**config.mk**
```make
export PLATFORM = sky130hd
export DESIGN_NAME = cnn_inst_sequencer_flat
export DESIGN_NICKNAME = d
export VERILOG_FILES = /design/src/rtl/cnn_inst_sequencer_if.sv /design/src/rtl/cnn_inst_sequencer.sv /design/src/flat_wrapper.sv
export SDC_FILE = /design/constraint.sdc
export NUM_CORES = 1
export LEC_CHECK = 0
export BUFFER_PORTS_ARGS = -buffer_cell sky130_fd_sc_hd__buf_2
export CORE_MARGIN = 1
export CORE_UTILIZATION = 54
export DETAILED_ROUTE_END_ITERATION = 16
export GPL_TIMING_DRIVEN = 0
export MAX_ROUTING_LAYER = met4
export PLACE_DENSITY_LB_ADDON = 0.2
export SYNTH_ARGS = -nofsm -noshare
export SYNTH_HDL_FRONTEND = slang
export SYNTH_SLANG_ARGS = --single-unit
```
**constraint.sdc**
```tcl
create_clock -name clk -period 6.43 [get_ports clk]
set_input_delay 0.3215 -clock clk [delete_from_list [all_inputs] [get_ports clk]]
set_output_delay 0.3215 -clock clk [all_outputs]
set_load 0.005 [all_outputs]
```
**src/rtl/cnn_inst_sequencer_if.sv**
```systemverilog
// Instruction-path bundle between the sequencer, the instruction ROM and the parser.
// master = sequencer side; slave = ROM/parser side.
interface cnn_inst_sequencer_if #(
  parameter int INST_WIDTH = 128,
  parameter int ADDR_WIDTH = 16
) ();
  logic [ADDR_WIDTH-1:0] inst_addr;
  logic [INST_WIDTH-1:0] inst_q;
  logic [INST_WIDTH-1:0] parser_inst;
  logic                  parser_en;
  logic                  parser_ready;

  modport master (
    output inst_addr, parser_inst, parser_en,
    input  inst_q, parser_ready
  );

  modport slave (
    input  inst_addr, parser_inst, parser_en,
    output inst_q, parser_ready
  );
endinterface

```
**src/rtl/cnn_inst_sequencer.sv**
```systemverilog
// CNN instruction sequencer: fetches from ROM, issues compute instructions to the
// parser, runs one hardware loop level, and guards runs with watchdog/abort/pc overflow.
//
// state  | meaning
// IDLE   | waiting for start, ready=1
// FETCH  | inst_addr=pc, waiting out ROM latency
// DECODE | NOP ends run, LOOP redirects pc, compute waits for parser_ready
// ISSUE  | parser_en pulse scheduled, watchdog cleared
// SETTLE | ignore parser_ready for SETTLE_CYCLES
// WAIT   | wait for parser_ready, then advance pc
module cnn_inst_sequencer #(
  parameter int         DATA_WIDTH    = 32,
  parameter int         INST_WIDTH    = 128,
  parameter int         ADDR_WIDTH    = 16,
  parameter int         ROM_LATENCY   = 2,
  parameter int         SETTLE_CYCLES = 5,
  parameter logic [7:0] LOOP_OPCODE   = 8'hFF
) (
  input  logic                  clk,
  input  logic                  rst_n,
  input  logic                  start,
  input  logic [ADDR_WIDTH-1:0] start_addr,
  input  logic                  abort,
  input  logic [DATA_WIDTH-1:0] timeout_limit,
  cnn_inst_sequencer_if.master  bus,
  output logic                  ready,
  output logic                  done,
  output logic [1:0]            status,
  output logic [DATA_WIDTH-1:0] cycle_cnt,
  output logic [DATA_WIDTH-1:0] inst_cnt
);

  typedef enum logic [2:0] {
    S_IDLE, S_FETCH, S_DECODE, S_ISSUE, S_SETTLE, S_WAIT
  } state_t;

  localparam logic [1:0] ST_OK      = 2'd0;
  localparam logic [1:0] ST_TIMEOUT = 2'd1;
  localparam logic [1:0] ST_ABORT   = 2'd2;
  localparam logic [1:0] ST_OVF     = 2'd3;

  state_t                state, state_next;
  logic [ADDR_WIDTH-1:0] pc, pc_d;
  logic                  loop_active, loop_active_d;
  logic [15:0]           loop_cnt, loop_cnt_d;
  logic [7:0]            tmr;
  logic [DATA_WIDTH-1:0] wd_cnt, wd_inc;
  logic                  wd_expire;
  logic                  end_run, inst_done;
  logic [1:0]            end_code;
  logic [INST_WIDTH-1:0] parser_inst;
  logic                  parser_en;

  logic [7:0]            opcode;
  logic                  is_nop, pc_max;
  logic [ADDR_WIDTH-1:0] loop_tgt;
  logic [15:0]           loop_n;

  assign opcode   = bus.inst_q[INST_WIDTH-1 -: 8];
  assign is_nop   = (bus.inst_q == '0);
  assign loop_tgt = bus.inst_q[ADDR_WIDTH-1:0];
  assign loop_n   = bus.inst_q[ADDR_WIDTH+15:ADDR_WIDTH];
  assign pc_max   = &pc;

  // Watchdog fires on the edge at which the count would reach the limit.
  assign wd_inc    = wd_cnt + DATA_WIDTH'(1);
  assign wd_expire = (timeout_limit != '0) && (wd_inc >= timeout_limit);

  assign ready           = (state == S_IDLE);
  assign bus.inst_addr   = pc;
  assign bus.parser_inst = parser_inst;
  assign bus.parser_en   = parser_en;

  always_ff @(posedge clk or negedge rst_n) begin
    if (!rst_n) state <= S_IDLE;
    else        state <= state_next;
  end

  always_comb begin
    state_next    = state;
    pc_d          = pc;
    loop_active_d = loop_active;
    loop_cnt_d    = loop_cnt;
    end_run       = 1'b0;
    end_code      = ST_OK;
    inst_done     = 1'b0;
    case (state)
      S_IDLE: begin
        if (start && !done) begin
          state_next    = S_FETCH;
          pc_d          = start_addr;
          loop_active_d = 1'b0;
        end
      end
      S_FETCH: begin
        if (tmr == '0) state_next = S_DECODE;
      end
      S_DECODE: begin
        if (is_nop) begin
          end_run = 1'b1;
        end else if (opcode == LOOP_OPCODE) begin
          if (loop_active && loop_cnt != '0) begin
            loop_cnt_d = loop_cnt - 16'd1;
            pc_d       = loop_tgt;
            state_next = S_FETCH;
          end else if (!loop_active && loop_n != '0) begin
            loop_active_d = 1'b1;
            loop_cnt_d    = loop_n - 16'd1;
            pc_d          = loop_tgt;
            state_next    = S_FETCH;
          end else if (pc_max) begin
            end_run  = 1'b1;
            end_code = ST_OVF;
          end else begin
            loop_active_d = 1'b0;
            pc_d          = pc + ADDR_WIDTH'(1);
            state_next    = S_FETCH;
          end
        end else if (bus.parser_ready) begin
          state_next = S_ISSUE;
        end
      end
      S_ISSUE: state_next = S_SETTLE;
      S_SETTLE: begin
        if (wd_expire) begin
          end_run  = 1'b1;
          end_code = ST_TIMEOUT;
        end else if (tmr == '0) begin
          state_next = S_WAIT;
        end
      end
      S_WAIT: begin
        if (wd_expire) begin
          end_run  = 1'b1;
          end_code = ST_TIMEOUT;
        end else if (bus.parser_ready) begin
          inst_done = 1'b1;
          if (pc_max) begin
            end_run  = 1'b1;
            end_code = ST_OVF;
          end else begin
            pc_d       = pc + ADDR_WIDTH'(1);
            state_next = S_FETCH;
          end
        end
      end
      default: state_next = S_IDLE;
    endcase
    // Abort overrides whatever the state wanted to do this cycle.
    if (state != S_IDLE && abort) begin
      end_run       = 1'b1;
      end_code      = ST_ABORT;
      inst_done     = 1'b0;
      pc_d          = pc;
      loop_active_d = loop_active;
      loop_cnt_d    = loop_cnt;
    end
    if (end_run) state_next = S_IDLE;
  end

  always_ff @(posedge clk or negedge rst_n) begin
    if (!rst_n) begin
      pc          <= '0;
      loop_active <= 1'b0;
      loop_cnt    <= '0;
      tmr         <= '0;
      wd_cnt      <= '0;
      parser_inst <= '0;
      parser_en   <= 1'b0;
      done        <= 1'b0;
      status      <= ST_OK;
      cycle_cnt   <= '0;
      inst_cnt    <= '0;
    end else begin
      pc          <= pc_d;
      loop_active <= loop_active_d;
      loop_cnt    <= loop_cnt_d;
      done        <= end_run;
      parser_en   <= (state == S_ISSUE) && !end_run;

      if (state == S_DECODE && state_next == S_ISSUE) parser_inst <= bus.inst_q;

      if (state_next == S_FETCH && state != S_FETCH)
        tmr <= 8'(ROM_LATENCY);
      else if (state_next == S_SETTLE && state != S_SETTLE)
        tmr <= 8'(SETTLE_CYCLES - 1);
      else if (tmr != '0)
        tmr <= tmr - 8'd1;

      if (state == S_ISSUE) wd_cnt <= '0;
      else if (state == S_SETTLE || state == S_WAIT) wd_cnt <= wd_inc;

      if (state == S_IDLE && state_next == S_FETCH) begin
        cycle_cnt <= '0;
        inst_cnt  <= '0;
        status    <= ST_OK;
      end else begin
        if (state != S_IDLE && !(&cycle_cnt)) cycle_cnt <= cycle_cnt + DATA_WIDTH'(1);
        if (inst_done) inst_cnt <= inst_cnt + DATA_WIDTH'(1);
        if (end_run) status <= end_code;
      end
    end
  end

endmodule

```
**src/flat_wrapper.sv**
```systemverilog
// flat-port wrapper written by rule: the top's interface ports become plain ports
module cnn_inst_sequencer_flat 
#(
  parameter int         DATA_WIDTH    = 32,
  parameter int         INST_WIDTH    = 128,
  parameter int         ADDR_WIDTH    = 16,
  parameter int         ROM_LATENCY   = 2,
  parameter int         SETTLE_CYCLES = 5,
  parameter logic [7:0] LOOP_OPCODE   = 8'hFF
)
  (clk, rst_n, start, start_addr, abort, timeout_limit, ready, done, status, cycle_cnt, inst_cnt, bus_inst_addr, bus_parser_inst, bus_parser_en, bus_inst_q, bus_parser_ready);
  cnn_inst_sequencer_if #(.INST_WIDTH(INST_WIDTH), .ADDR_WIDTH(ADDR_WIDTH)) bus_i ();
  input  logic clk;
  input  logic rst_n;
  input  logic start;
  input  logic [ADDR_WIDTH-1:0] start_addr;
  input  logic abort;
  input  logic [DATA_WIDTH-1:0] timeout_limit;
  output logic ready;
  output logic done;
  output logic [1:0] status;
  output logic [DATA_WIDTH-1:0] cycle_cnt;
  output logic [DATA_WIDTH-1:0] inst_cnt;
  output wire logic [$bits(bus_i.inst_addr)-1:0] bus_inst_addr;
  output wire logic [$bits(bus_i.parser_inst)-1:0] bus_parser_inst;
  output wire logic [$bits(bus_i.parser_en)-1:0] bus_parser_en;
  input wire logic [$bits(bus_i.inst_q)-1:0] bus_inst_q;
  input wire logic [$bits(bus_i.parser_ready)-1:0] bus_parser_ready;
  assign bus_inst_addr = bus_i.inst_addr;
  assign bus_parser_inst = bus_i.parser_inst;
  assign bus_parser_en = bus_i.parser_en;
  assign bus_i.inst_q = bus_inst_q;
  assign bus_i.parser_ready = bus_parser_ready;
  cnn_inst_sequencer #(.DATA_WIDTH(DATA_WIDTH), .INST_WIDTH(INST_WIDTH), .ADDR_WIDTH(ADDR_WIDTH), .ROM_LATENCY(ROM_LATENCY), .SETTLE_CYCLES(SETTLE_CYCLES), .LOOP_OPCODE(LOOP_OPCODE)) u_core (.clk(clk), .rst_n(rst_n), .start(start), .start_addr(start_addr), .abort(abort), .timeout_limit(timeout_limit), .bus(bus_i), .ready(ready), .done(done), .status(status), .cycle_cnt(cycle_cnt), .inst_cnt(inst_cnt));
endmodule
```
==> flow_summary.ini <==
[floorplanning]
core_sq_um = 27200
start_util_pct = 55.5
rows = 60
die_w_um = 169
fp.dieH_um = 169
top_level_ports = 394
die_area_sq_um = 28600

[sta]
layout_min_cycle_time_ns = 5.51
relSlewSlack_pct = 26.3
period_share_pct = 85.8
slew_violations = 0
fin_skew_ns = 0.0247
rsz0062_at_grt = false
hold_violations = 0
setup_viol = 0
worst_pin_slew_ns = 1.10
tns_ns = 0
max_freq_mhz = 181

[synthesis]
synthFlopType = dfrtp_1
synthTopCellsByArea = dfrtp_1 (45%), mux2_4 (12%), ha_1 (3.2%), o21ai_0 (3.2%), nand2_1 (2.7%)
synth_top_cell_by_area = dfrtp_1
synth_warnings = 0
synthSimpleGateAreaFrac_pct = 18.3
ys_types = 79
synth-compound-area-share_pct = 12.0
synth_edf_count = 0
synth_top_area_share_pct = 45.1
syn-cell-area_sq_um = 15100
synthAdderAreaFrac_pct = 3.23
synthMuxAreaShare_pct = 13.7
synthXorXnorAreaFrac_pct = 4.06
avgSynthCellArea_sq_um = 10.5
synth_async_sr_flop_share_pct = 100
synth_seq_area_share_pct = 45.1
ys_ff_latch = 272
synth_top_family_by_area = simple AND/OR/NAND/NOR gates
synth_cells = 1435
synth_nets = 1655

[drt]
ant_nets = 0
vias = 13900
drtPass1Iterations = 5
wl_per_cell_um = 21.1
drt_iter0_markers = 1069
viasPerCell = 5.96
drc_errors = 0
wl_um = 49200

[setup_path]
path_class = reg2reg
rr_worst_depth = 16
end_kind = flop
reg2reg_from = u_core.wd_cnt[0]
cp-start-kind = flop
cpMaxStageDelayCell = nor4_2
crit_fanout = 10
cp.arrival_ns = 5.94
path_cells = ha_1 -> nand3_1 -> nor4_2 -> and4_1 -> and3_1 -> and3_1 -> xor2_1 -> ha_1 -> nand4_1 -> nor4_1 -> o211ai_1 -> a31oi_2 -> nor3_1 -> o21ai_1 -> clkbuf_1 -> o21ai_0
r2r_slack_ns = 0.92
cpPeakStageDelay_ns = 0.67
worstPathRequired_ns = 6.85
r2r_end = u_core.bus.inst_addr[15]

[clocking]
htreeDepth = 1
insertion_delay_ns = 0.58
cts_tree = done
cts_buffers = 31
clock_path_buffers = 3
cts.sinks = 272
clk_pin_slew_ns = 0.07
root_buffer = clkbuf_16
cts_resized = 0

[outcome]
outcome = finished clean

[final_layout]
syn2layout_area_growth_pct = 29.5
nets = 2153
finalInstanceArea_sq_um = 19500
layout_common_cells = buf_2 (398), dfrtp_1 (272), mux2_4 (120)
drive_above_1_share_pct = 31.9
finalNonFillerCells = 2333
mostFrequentLayoutCell = buf_2
utilization_pct = 71.9

[power]
power_density_nw_per_um2 = 341
power.leakage_uw = 0.0101
ir_drop_mv = 0.232

[placed_design]
finalWeightedCongestion = 0.954
dp.cells = 2202
portBuffers = 393
dp_hpwl_um = 34100
dpl_cell_area_sq_um = 17600

[hold_path]
worstHoldPathCells = 2
min-delay-start = bus_inst_q[7]
min_path_type = in2reg
worstHoldEndpoint = u_core.bus.parser_inst[7]

[global_routing]
antenna_found_initial = 4
grt-ovfl-total = 0
grt_max_degree = 122
grt_usage_pct = 34.5
grt_pass1_wl_um = 75300
grt_pass1_vias = 13600

[run]
drv_cap = 0
-- how the worst max path moves through the flow --
| stage | slack [ns] | start | depth (start not counted) | to |
|---|---|---|---|---|
| after detailed placement | 0.56 | u_core.wd_cnt[0] | 16 | u_core.bus.inst_addr[10] |
| after floorplan | 1.58 | u_core.wd_cnt[0] | 18 | u_core.bus.parser_inst[78] |
| after global placement | -0.09 | rst_n | 1 | u_core.bus.parser_inst[100] |
| final | 0.92 | u_core.wd_cnt[0] | 16 | u_core.bus.inst_addr[15] |
| after CTS | 0.53 | u_core.wd_cnt[0] | 16 | u_core.bus.inst_addr[10] |
| after global routing | 0.41 | u_core.wd_cnt[0] | 16 | u_core.bus.inst_addr[8] |
-- per-stage QoR --
step / setup WS, ns / hold WS (ns) / total power, uW
floorplan: 1.58 / 0.0259 / 3560
global placement: -0.0867 / 0.470 / 4360
detailed placement: 0.555 / 0.254 / 4420
CTS: 0.530 / 0.0000758 / 6600
global route: 0.407 / 0.000314 / 6950
finish: 0.916 / 0.0136 / 6670
-- report_power, final --
| group | total (uW) | switching [uW] | leakage (uW) | internal (uW) |
|---|---|---|---|---|
| registers | 2400 | 301 | 0.00366 | 2090 |
| clock network | 2140 | 785 | 0.000595 | 1350 |
| logic | 2130 | 1130 | 0.00585 | 1000 |
-- synthesized netlist by cell type, drive strengths merged, types with 4 or more instances --
| cell | number |
|---|---|
| dfrtp | 272 |
| mux2 | 130 |
| nand2 | 110 |
| nor2 | 105 |
| o21ai | 101 |
| a21oi | 71 |
| inv | 53 |
| nor4 | 53 |
| nand3 | 48 |
| xor2 | 47 |
| nand4 | 41 |
| ha | 39 |
| nor3 | 36 |
| clkbuf | 32 |
| and3 | 28 |
| or3 | 27 |
| buf | 25 |
| xnor2 | 23 |
| o31ai | 22 |
| mux2i | 16 |
| a22o | 14 |
| a31oi | 14 |
| and4 | 14 |
| or4 | 12 |
| a221oi | 11 |
| and2 | 11 |
| o211ai | 9 |
| nand2b | 8 |
| a21o | 6 |
| nor2b | 6 |
| a211oi | 5 |
| or2 | 4 |
-- flip-flops by register name (all words and copies together) (netlist names) --
signal                  flops
u_core.loop_cnt            16
u_core.state                3
u_core.bus.inst_addr       16
u_core.cycle_cnt           32
u_core.status               2
u_core.tmr                  8
u_core.done                 1
u_core.bus.parser_inst    128
u_core.bus.parser_en        1
u_core.wd_cnt              32
u_core.loop_active          1
u_core.inst_cnt            32
-- worst max-delay path, delay by kind of cell, from the launching register on --
kind,cells,cell delay (ns)
xor gates and xnor gates,1,0.08
AOI/OAI and AO/OA,4,1.41
adders and majority gates,2,0.55
buffers and inverters,1,0.44
and+or+nand+nor,8,2.44
DFF,1,0.41
-- logic make-up after synthesis --
family	after synthesis
buffers and inverters	110
AOI/OAI and AO/OA	285
adders and majority gates	39
DFF	272
xor gates and xnor gates	70
and+or+nand+nor	513
muxes	146
-- cell type report --
class / instances / area, sq um
fillers: 1995 / 7630
repair buffers: 465 / 2730
inverters: 53 / 199
clock buffers: 33 / 803
clock inverters: 25 / 439
flip-flops and latches: 272 / 6810
diodes: 3 / 7.51
multi-input cells: 1053 / 7760
plain buffers: 57 / 330
well taps: 372 / 465
-- repair_timing --
item / 4_1_cts / 5_1_grt
hold buffers: 70 / 0
hold endpoints to repair: 117 / 0
buffers inserted: 0 / 0
-- metal layers --
layer  part of all wire [%]  global-route usage (%)  up-vias
li1                       -                       -     6307
met1                     40                    42.2     6787
met2                     48                    56.1      645
met3                    7.2                    6.67      161
met4                    4.5                    14.6        0
met5                      0                       -        -
Note: power is estimated with default switching activity, not from simulation.
